[config.mk]
export PLATFORM = sky130hd
export DESIGN_NAME = soc_ram_arbiter_flat
export DESIGN_NICKNAME = d
export VERILOG_FILES = /design/src/rtl/soc_ram_arbiter_if.sv /design/src/rtl/soc_ram_arbiter.sv /design/src/flat_wrapper.sv
export SDC_FILE = /design/constraint.sdc
export NUM_CORES = 1
export LEC_CHECK = 0
export ABC_AREA = 1
export ABC_CLOCK_PERIOD_IN_PS = 1870
export CORE_AREA = 2 2 102 104
export DETAILED_ROUTE_END_ITERATION = 8
export DIE_AREA = 0 0 104 106
export HOLD_SLACK_MARGIN = 0.05
export RECOVER_POWER = 25
export SYNTH_ARGS = -nofsm -noshare
export SYNTH_HDL_FRONTEND = slang
export SYNTH_SLANG_ARGS = --single-unit
[constraint.sdc]
create_clock -name clk -period 1.87 [get_ports clk]
set_clock_uncertainty 0.15 [all_clocks]
set_input_delay 0.187 -clock clk [delete_from_list [all_inputs] [get_ports clk]]
set_output_delay 0.187 -clock clk [all_outputs]
set_load 0.005 [all_outputs]
[src/rtl/soc_ram_arbiter_if.sv]
// Master-side bus into the RAM arbiter: one level request per beat, held with
// its address, write enable, data and byte mask until ack. Read data comes
// back one cycle after the accepting ack as a registered rvalid pulse.
interface soc_ram_arbiter_if #(
  parameter int AW = 14
) ();
  logic          req;
  logic          we;
  logic [AW-1:0] addr;
  logic [31:0]   wdata;
  logic [3:0]    wmask;
  logic          ack;
  logic          rvalid;
  logic [31:0]   rdata;

  // Requesting master (cpu6 load/store port or VGA scan fetch)
  modport master (
    output req, we, addr, wdata, wmask,
    input  ack, rvalid, rdata
  );

  // Arbiter side
  modport slave (
    input  req, we, addr, wdata, wmask,
    output ack, rvalid, rdata
  );
endinterface

[src/rtl/soc_ram_arbiter.sv]
// Round-robin arbiter sharing the single-port SoC data RAM between M0 (cpu6)
// and M1 (VGA fetch). Grants are registered, bursts are capped at BURST_MAX
// beats, and read data is steered back to the master that issued the read.
//
// Handshake: a beat happens in a cycle where the arbiter is in GNTx and
// mx.req=1; mx.ack is then 1 in that same cycle and the master may change or
// drop its request after the clock edge. A read beat produces mx.rvalid=1 in
// the following cycle with the data on mx.rdata; writes produce no rvalid.
//
// dbg_state_o encoding: 0 = IDLE, 1 = GNT0, 2 = GNT1.
module soc_ram_arbiter #(
  parameter  int AW        = 14,
  parameter  int BURST_MAX = 8,
  localparam int CW        = $clog2(BURST_MAX + 1)
) (
  input  logic                clk,
  input  logic                reset,
  soc_ram_arbiter_if.slave    m0,
  soc_ram_arbiter_if.slave    m1,
  output logic                ram_en,
  output logic [3:0]          ram_we,
  output logic [AW-1:0]       ram_addr,
  output logic [31:0]         ram_wdata,
  input  logic [31:0]         ram_rdata,
  output logic [1:0]          dbg_state_o,
  output logic                dbg_last_owner_o,
  output logic [CW-1:0]       dbg_beat_cnt_o
);

  typedef enum logic [1:0] {
    IDLE = 2'd0,
    GNT0 = 2'd1,
    GNT1 = 2'd2
  } state_t;

  localparam logic [CW-1:0] LAST_BEAT = CW'(BURST_MAX - 1);

  state_t        state_q, state_d;
  logic          last_owner_q, last_owner_d;
  logic [CW-1:0] beat_cnt_q, beat_cnt_d;
  logic [1:0]    rd_tag_q, rd_tag_d;

  // Current owner's request fields (owner is M1 only in GNT1)
  logic          own_sel;
  logic          own_req;
  logic          own_we;
  logic [AW-1:0] own_addr;
  logic [31:0]   own_wdata;
  logic [3:0]    own_wmask;
  logic          other_req;
  logic          beat;

  assign own_sel   = (state_q == GNT1);
  assign own_req   = own_sel ? m1.req   : m0.req;
  assign own_we    = own_sel ? m1.we    : m0.we;
  assign own_addr  = own_sel ? m1.addr  : m0.addr;
  assign own_wdata = own_sel ? m1.wdata : m0.wdata;
  assign own_wmask = own_sel ? m1.wmask : m0.wmask;
  assign other_req = own_sel ? m0.req   : m1.req;

  // Next-state, burst accounting and RAM strobe generation
  always_comb begin
    state_d      = state_q;
    last_owner_d = last_owner_q;
    beat_cnt_d   = beat_cnt_q;
    rd_tag_d     = 2'b00;
    beat         = 1'b0;
    ram_en       = 1'b0;
    ram_we       = 4'b0000;
    ram_addr     = own_addr;
    ram_wdata    = own_wdata;

    case (state_q)
      IDLE: begin
        beat_cnt_d = '0;
        // Tie goes to whichever master did not own the bus last
        if (m0.req && m1.req) begin
          state_d = last_owner_q ? GNT0 : GNT1;
        end else if (m0.req) begin
          state_d = GNT0;
        end else if (m1.req) begin
          state_d = GNT1;
        end
      end

      GNT0, GNT1: begin
        if (own_req) begin
          beat         = 1'b1;
          ram_en       = 1'b1;
          ram_we       = own_we ? own_wmask : 4'b0000;
          last_owner_d = own_sel;
          rd_tag_d     = own_sel ? {~own_we, 1'b0} : {1'b0, ~own_we};
          if (beat_cnt_q == LAST_BEAT) begin
            // Burst limit: hand over if the other side waits, else re-arm
            beat_cnt_d = '0;
            if (other_req) begin
              state_d = own_sel ? GNT0 : GNT1;
            end
          end else begin
            beat_cnt_d = beat_cnt_q + CW'(1);
          end
        end else begin
          state_d    = IDLE;
          beat_cnt_d = '0;
        end
      end

      default: begin
        state_d    = IDLE;
        beat_cnt_d = '0;
      end
    endcase

    // Nothing reaches the RAM while reset is held
    if (reset) begin
      beat   = 1'b0;
      ram_en = 1'b0;
      ram_we = 4'b0000;
    end
  end

  // Arbitration state and read-return tag registers
  always_ff @(posedge clk) begin
    if (reset) begin
      state_q      <= IDLE;
      last_owner_q <= 1'b1;
      beat_cnt_q   <= '0;
      rd_tag_q     <= 2'b00;
    end else begin
      state_q      <= state_d;
      last_owner_q <= last_owner_d;
      beat_cnt_q   <= beat_cnt_d;
      rd_tag_q     <= rd_tag_d;
    end
  end

  // Ack is combinational from the grant; rvalid is the registered read tag,
  // masked during reset so an in-flight read is dropped silently.
  assign m0.ack    = beat & ~own_sel;
  assign m1.ack    = beat &  own_sel;
  assign m0.rvalid = rd_tag_q[0] & ~reset;
  assign m1.rvalid = rd_tag_q[1] & ~reset;
  assign m0.rdata  = ram_rdata;
  assign m1.rdata  = ram_rdata;

  assign dbg_state_o      = state_q;
  assign dbg_last_owner_o = last_owner_q;
  assign dbg_beat_cnt_o   = beat_cnt_q;

endmodule

[src/flat_wrapper.sv]
// flat-port wrapper written by rule: the top's interface ports become plain ports
module soc_ram_arbiter_flat 
#(
  parameter  int AW        = 14,
  parameter  int BURST_MAX = 8,
  localparam int CW        = $clog2(BURST_MAX + 1)
)
  (clk, reset, ram_en, ram_we, ram_addr, ram_wdata, ram_rdata, dbg_state_o, dbg_last_owner_o, dbg_beat_cnt_o, m0_req, m0_we, m0_addr, m0_wdata, m0_wmask, m0_ack, m0_rvalid, m0_rdata, m1_req, m1_we, m1_addr, m1_wdata, m1_wmask, m1_ack, m1_rvalid, m1_rdata);
  soc_ram_arbiter_if #(.AW(AW)) m0_i ();
  soc_ram_arbiter_if #(.AW(AW)) m1_i ();
  input  logic clk;
  input  logic reset;
  output logic ram_en;
  output logic [3:0] ram_we;
  output logic [AW-1:0] ram_addr;
  output logic [31:0] ram_wdata;
  input  logic [31:0] ram_rdata;
  output logic [1:0] dbg_state_o;
  output logic dbg_last_owner_o;
  output logic [CW-1:0] dbg_beat_cnt_o;
  input wire logic [$bits(m0_i.req)-1:0] m0_req;
  input wire logic [$bits(m0_i.we)-1:0] m0_we;
  input wire logic [$bits(m0_i.addr)-1:0] m0_addr;
  input wire logic [$bits(m0_i.wdata)-1:0] m0_wdata;
  input wire logic [$bits(m0_i.wmask)-1:0] m0_wmask;
  output wire logic [$bits(m0_i.ack)-1:0] m0_ack;
  output wire logic [$bits(m0_i.rvalid)-1:0] m0_rvalid;
  output wire logic [$bits(m0_i.rdata)-1:0] m0_rdata;
  input wire logic [$bits(m1_i.req)-1:0] m1_req;
  input wire logic [$bits(m1_i.we)-1:0] m1_we;
  input wire logic [$bits(m1_i.addr)-1:0] m1_addr;
  input wire logic [$bits(m1_i.wdata)-1:0] m1_wdata;
  input wire logic [$bits(m1_i.wmask)-1:0] m1_wmask;
  output wire logic [$bits(m1_i.ack)-1:0] m1_ack;
  output wire logic [$bits(m1_i.rvalid)-1:0] m1_rvalid;
  output wire logic [$bits(m1_i.rdata)-1:0] m1_rdata;
  assign m0_i.req = m0_req;
  assign m0_i.we = m0_we;
  assign m0_i.addr = m0_addr;
  assign m0_i.wdata = m0_wdata;
  assign m0_i.wmask = m0_wmask;
  assign m0_ack = m0_i.ack;
  assign m0_rvalid = m0_i.rvalid;
  assign m0_rdata = m0_i.rdata;
  assign m1_i.req = m1_req;
  assign m1_i.we = m1_we;
  assign m1_i.addr = m1_addr;
  assign m1_i.wdata = m1_wdata;
  assign m1_i.wmask = m1_wmask;
  assign m1_ack = m1_i.ack;
  assign m1_rvalid = m1_i.rvalid;
  assign m1_rdata = m1_i.rdata;
  soc_ram_arbiter #(.AW(AW), .BURST_MAX(BURST_MAX)) u_core (.clk(clk), .reset(reset), .m0(m0_i), .m1(m1_i), .ram_en(ram_en), .ram_we(ram_we), .ram_addr(ram_addr), .ram_wdata(ram_wdata), .ram_rdata(ram_rdata), .dbg_state_o(dbg_state_o), .dbg_last_owner_o(dbg_last_owner_o), .dbg_beat_cnt_o(dbg_beat_cnt_o));
endmodule
==> metrics.md <==
| Metric | Value |
|---|---|
| Outcome | finished with violations |
| Failing checks | negative setup slack |
| Via count | 2204 |
| DP HPWL | 5.41 mm |
| Final setup fails | 8 |
| Initial antenna violation count | 0 |
| Slew HR | 81.3% |
| Chip Width | 104 um |
| Storage cell area | 185 um2 |
| DRT Pass-1 Iters | 4 |
| Top cell type's share of synthesized area | 34.4% |
| FF-to-FF Start | u_core.dbg_state_o[0] |
| Starting Density | 16.7% |
| Core area | 0.0100 mm2 |
| Hold Fails Final Rpt | 0 |
| Hold crit path type | in2out |
| Worst skew pair latency | 0.23 ns |
| Antenna Nets Post-Route | 0 |
| WP data required | 1.53 ns |
| Hold Crit Depth | 0 |
| Crit path launch | u_core.dbg_state_o[0] |
| Post-route clock period utilization | 105% |
| DRC | 0 |
| Max frequency | 508 MHz |
| Seq cells post-synth | 9 |
| Non-Filler Instances | 569 |
| Worst-margin pin slew | 0.272 ns |
| LEAKAGE | 1.76 nW |
| Cell variety after synth | 23 |
| Mapped Cells | 295 |
| Post-Syn Area | 0.00167 mm2 |
| Utilization after layout | 34.6% |
| Clock-pin slew on the worst setup and hold paths | 0.05 ns |
| Gr ovfl total | 0 |
| Synth warn | 0 |
| Placed cells | 540 |
| Max-Cap Viols | 0 |
| Number of buffers created by CTS | 3 |
| Max H-tree Level | 1 |
| Final Critical Period | 1.97 ns |
| Avg WL per Cell | 13.0 um |
| Hold worst-path end | m0_rdata[16] |
| Hold wc startpoint | ram_rdata[16] |
| CP Data Arrival Time | 1.63 ns |
| Largest area contributor in the netlist | nand2_1 |
| Worst reg2reg setup slack | 0.22 ns |
| RSZ-0062 raised after global routing | true |
| Worst Setup Path Type | reg2out |
| Worst Setup Start Kind | flip-flop |
| DRT iter0 DRCs | 78 |
| Largest net degree at the start of global routing | 17 |
| Vias in the first global route | 2241 |
| Post-Place Setup Slack | -0.235 ns |
| Layout fillers | 1079 |
| GP Congestion | 0.918 |
| Die area | 0.0110 mm2 |
| Die Ht | 106 um |
| Share of layout cells above drive strength 1 | 28.9% |
| Mean post-synth cell area | 5.66 um2 |
| Post-DR vias/cell | 3.87 |
| Area occupied by multi-input gates | 993 um2 |
| First-pass GRT wire length | 11.0 mm |
| Main area contributors after synthesis | nand2_1, buf_4, dfxtp_1 |
| Overall Global Routing Usage | 12.1% |
| Ant. Diodes | 0 |
| CP endpoint kind | output pin |
| Longest Clk Path Bufs | 2 |
| Total Routed Length | 7.40 mm |
| Final #Nets | 577 |
| CP max FO | 6 |
| Clk sink count | 9 |
| Layout area overhead | 107% |
| CTS tree | built |
| Ports | 264 |
| FF-to-FF End | u_core.dbg_beat_cnt_o[2] |
| Std-Cell Rows | 37 |
| Worst setup margin | -0.0998 ns |
| Reg2Reg Depth | 9 |
| Root Buffer | clkbuf_8 |
| Post-synthesis sequential area ratio | 10.8% |
| # port buffers | 167 |
| Highest ir drop seen on vdd | 0.562 mV |
| P per Cell Area | 931 mW/mm2 |
| Syn nets | 438 |
| Fin. max-slew vios | 0 |
## metrics by stage
stage	TNS (ns)	hold slack [ns]	total power, mW	cell area, um2
after detailed placement	-3.96	0.224	2.51	3150
final	-0.476	0.224	3.22	3460
after global routing	-1.09	0.224	3.49	3460
after global placement	-2.34	0.224	2.49	3150
after CTS	-2.43	0.224	3.06	3390
after floorplan	0	0.106	1.27	1670
## logic make-up (layout without fill, tap and decap cells)
kind of cell,count (synthesis),after routing,synth area share (%)
fa+ha+maj,5,5,3.75
simple gates,181,181,44.6
compound gates,5,5,1.72
flops,9,9,10.8
buf+inv,90,228,36.3
xor+xnor,1,1,0.524
mux,4,4,2.40
## placed cells by master, fill, tap and decap left out, types with 2 or more instances in the layout
master and n:
nand2_1 140, clkdlybuf4s50_1 113, clkbuf_2 29, buf_4 22, buf_2 14, nand2_2 13
dlymetal6s2s_1 9, buf_6 9, inv_1 8, nor2_1 8, nand3_1 7, dfxtp_1 7
buf_12 6, inv_2 4, mux2i_1 4, nor3_2 3, a21oi_1 3, ha_4 3
clkbuf_8 3, nand2_4 2, ha_1 2, buf_16 2, clkbuf_16 2, buf_8 2
## synthesized netlist by cell type (all sizes together)
master and count:
a21oi 3, buf 74, clkbuf 1, dfxtp 9
ha 5, inv 15, mux2i 4, nand2 155
nand3 8, nand3b 1, nand4 1, nor2 10
nor3 5, nor3b 1, o21ai 2, xor2 1
## power breakdown
group | switching (mW) | internal (mW) | leakage (nW) | total (mW)
registers | 0.0385 | 0.233 | 0.0742 | 0.271
clock network | 0.0819 | 0.149 | 0.0228 | 0.231
logic | 1.20 | 1.52 | 1.66 | 2.72
## critical path: stages (launching register included)
cell,delay (ns)
dfxtp_2,0.35
inv_4,0.05
buf_4,0.13
ha_4,0.28
nand3_4,0.11
nor2_8,0.11
buf_6,0.11
inv_6,0.04
nor3_4,0.09
buf_2,0.13
## area by class of cell
cell class / count / area share, %
well taps: 136 / 4.92
multi-input cells: 196 / 28.7
inverters: 15 / 2.21
flip-flops and latches: 9 / 5.35
repair buffers: 209 / 57.5
clock buffers: 4 / 1.30
## state kept, by name, indices dropped and copies added (netlist names)
name	count
u_core.dbg_beat_cnt_o	4
u_core.dbg_state_o	2
u_core.rd_tag_q	2
u_core.dbg_last_owner_o	1
## timing repair
| action | CTS | global route |
|---|---|---|
| endpoints found under the setup margin | 53 | 45 |
| gates resized for setup | 120 | 91 |
| cloned | 2 | 2 |
| setup buffers | 14 | 8 |
| hold buffers | 0 | 0 |
| pin swaps | 4 | 3 |
## per-layer routing
layer | vias to the layer above | part of all wire, % | global-route usage (%)
met2 | 105 | 48 | 21.3
li1 | 1105 | - | -
met4 | 0 | 4.5 | 5.60
met1 | 951 | 38 | 13.3
met5 | - | 0 | 0
met3 | 43 | 8.7 | 3.62
## worst max-delay path by stage
stage                          to  cells after the start  slack, ns
CTS                 ram_wdata[25]                      6      -0.16
finish                  ram_we[0]                      9       -0.1
floorplan             ram_addr[0]                      7       0.27
global route            ram_we[2]                      9      -0.18
global placement        ram_we[1]                      8      -0.22
detailed placement      ram_we[0]                      7      -0.23
No activity file was read; power rests on OpenSTA's default activity.
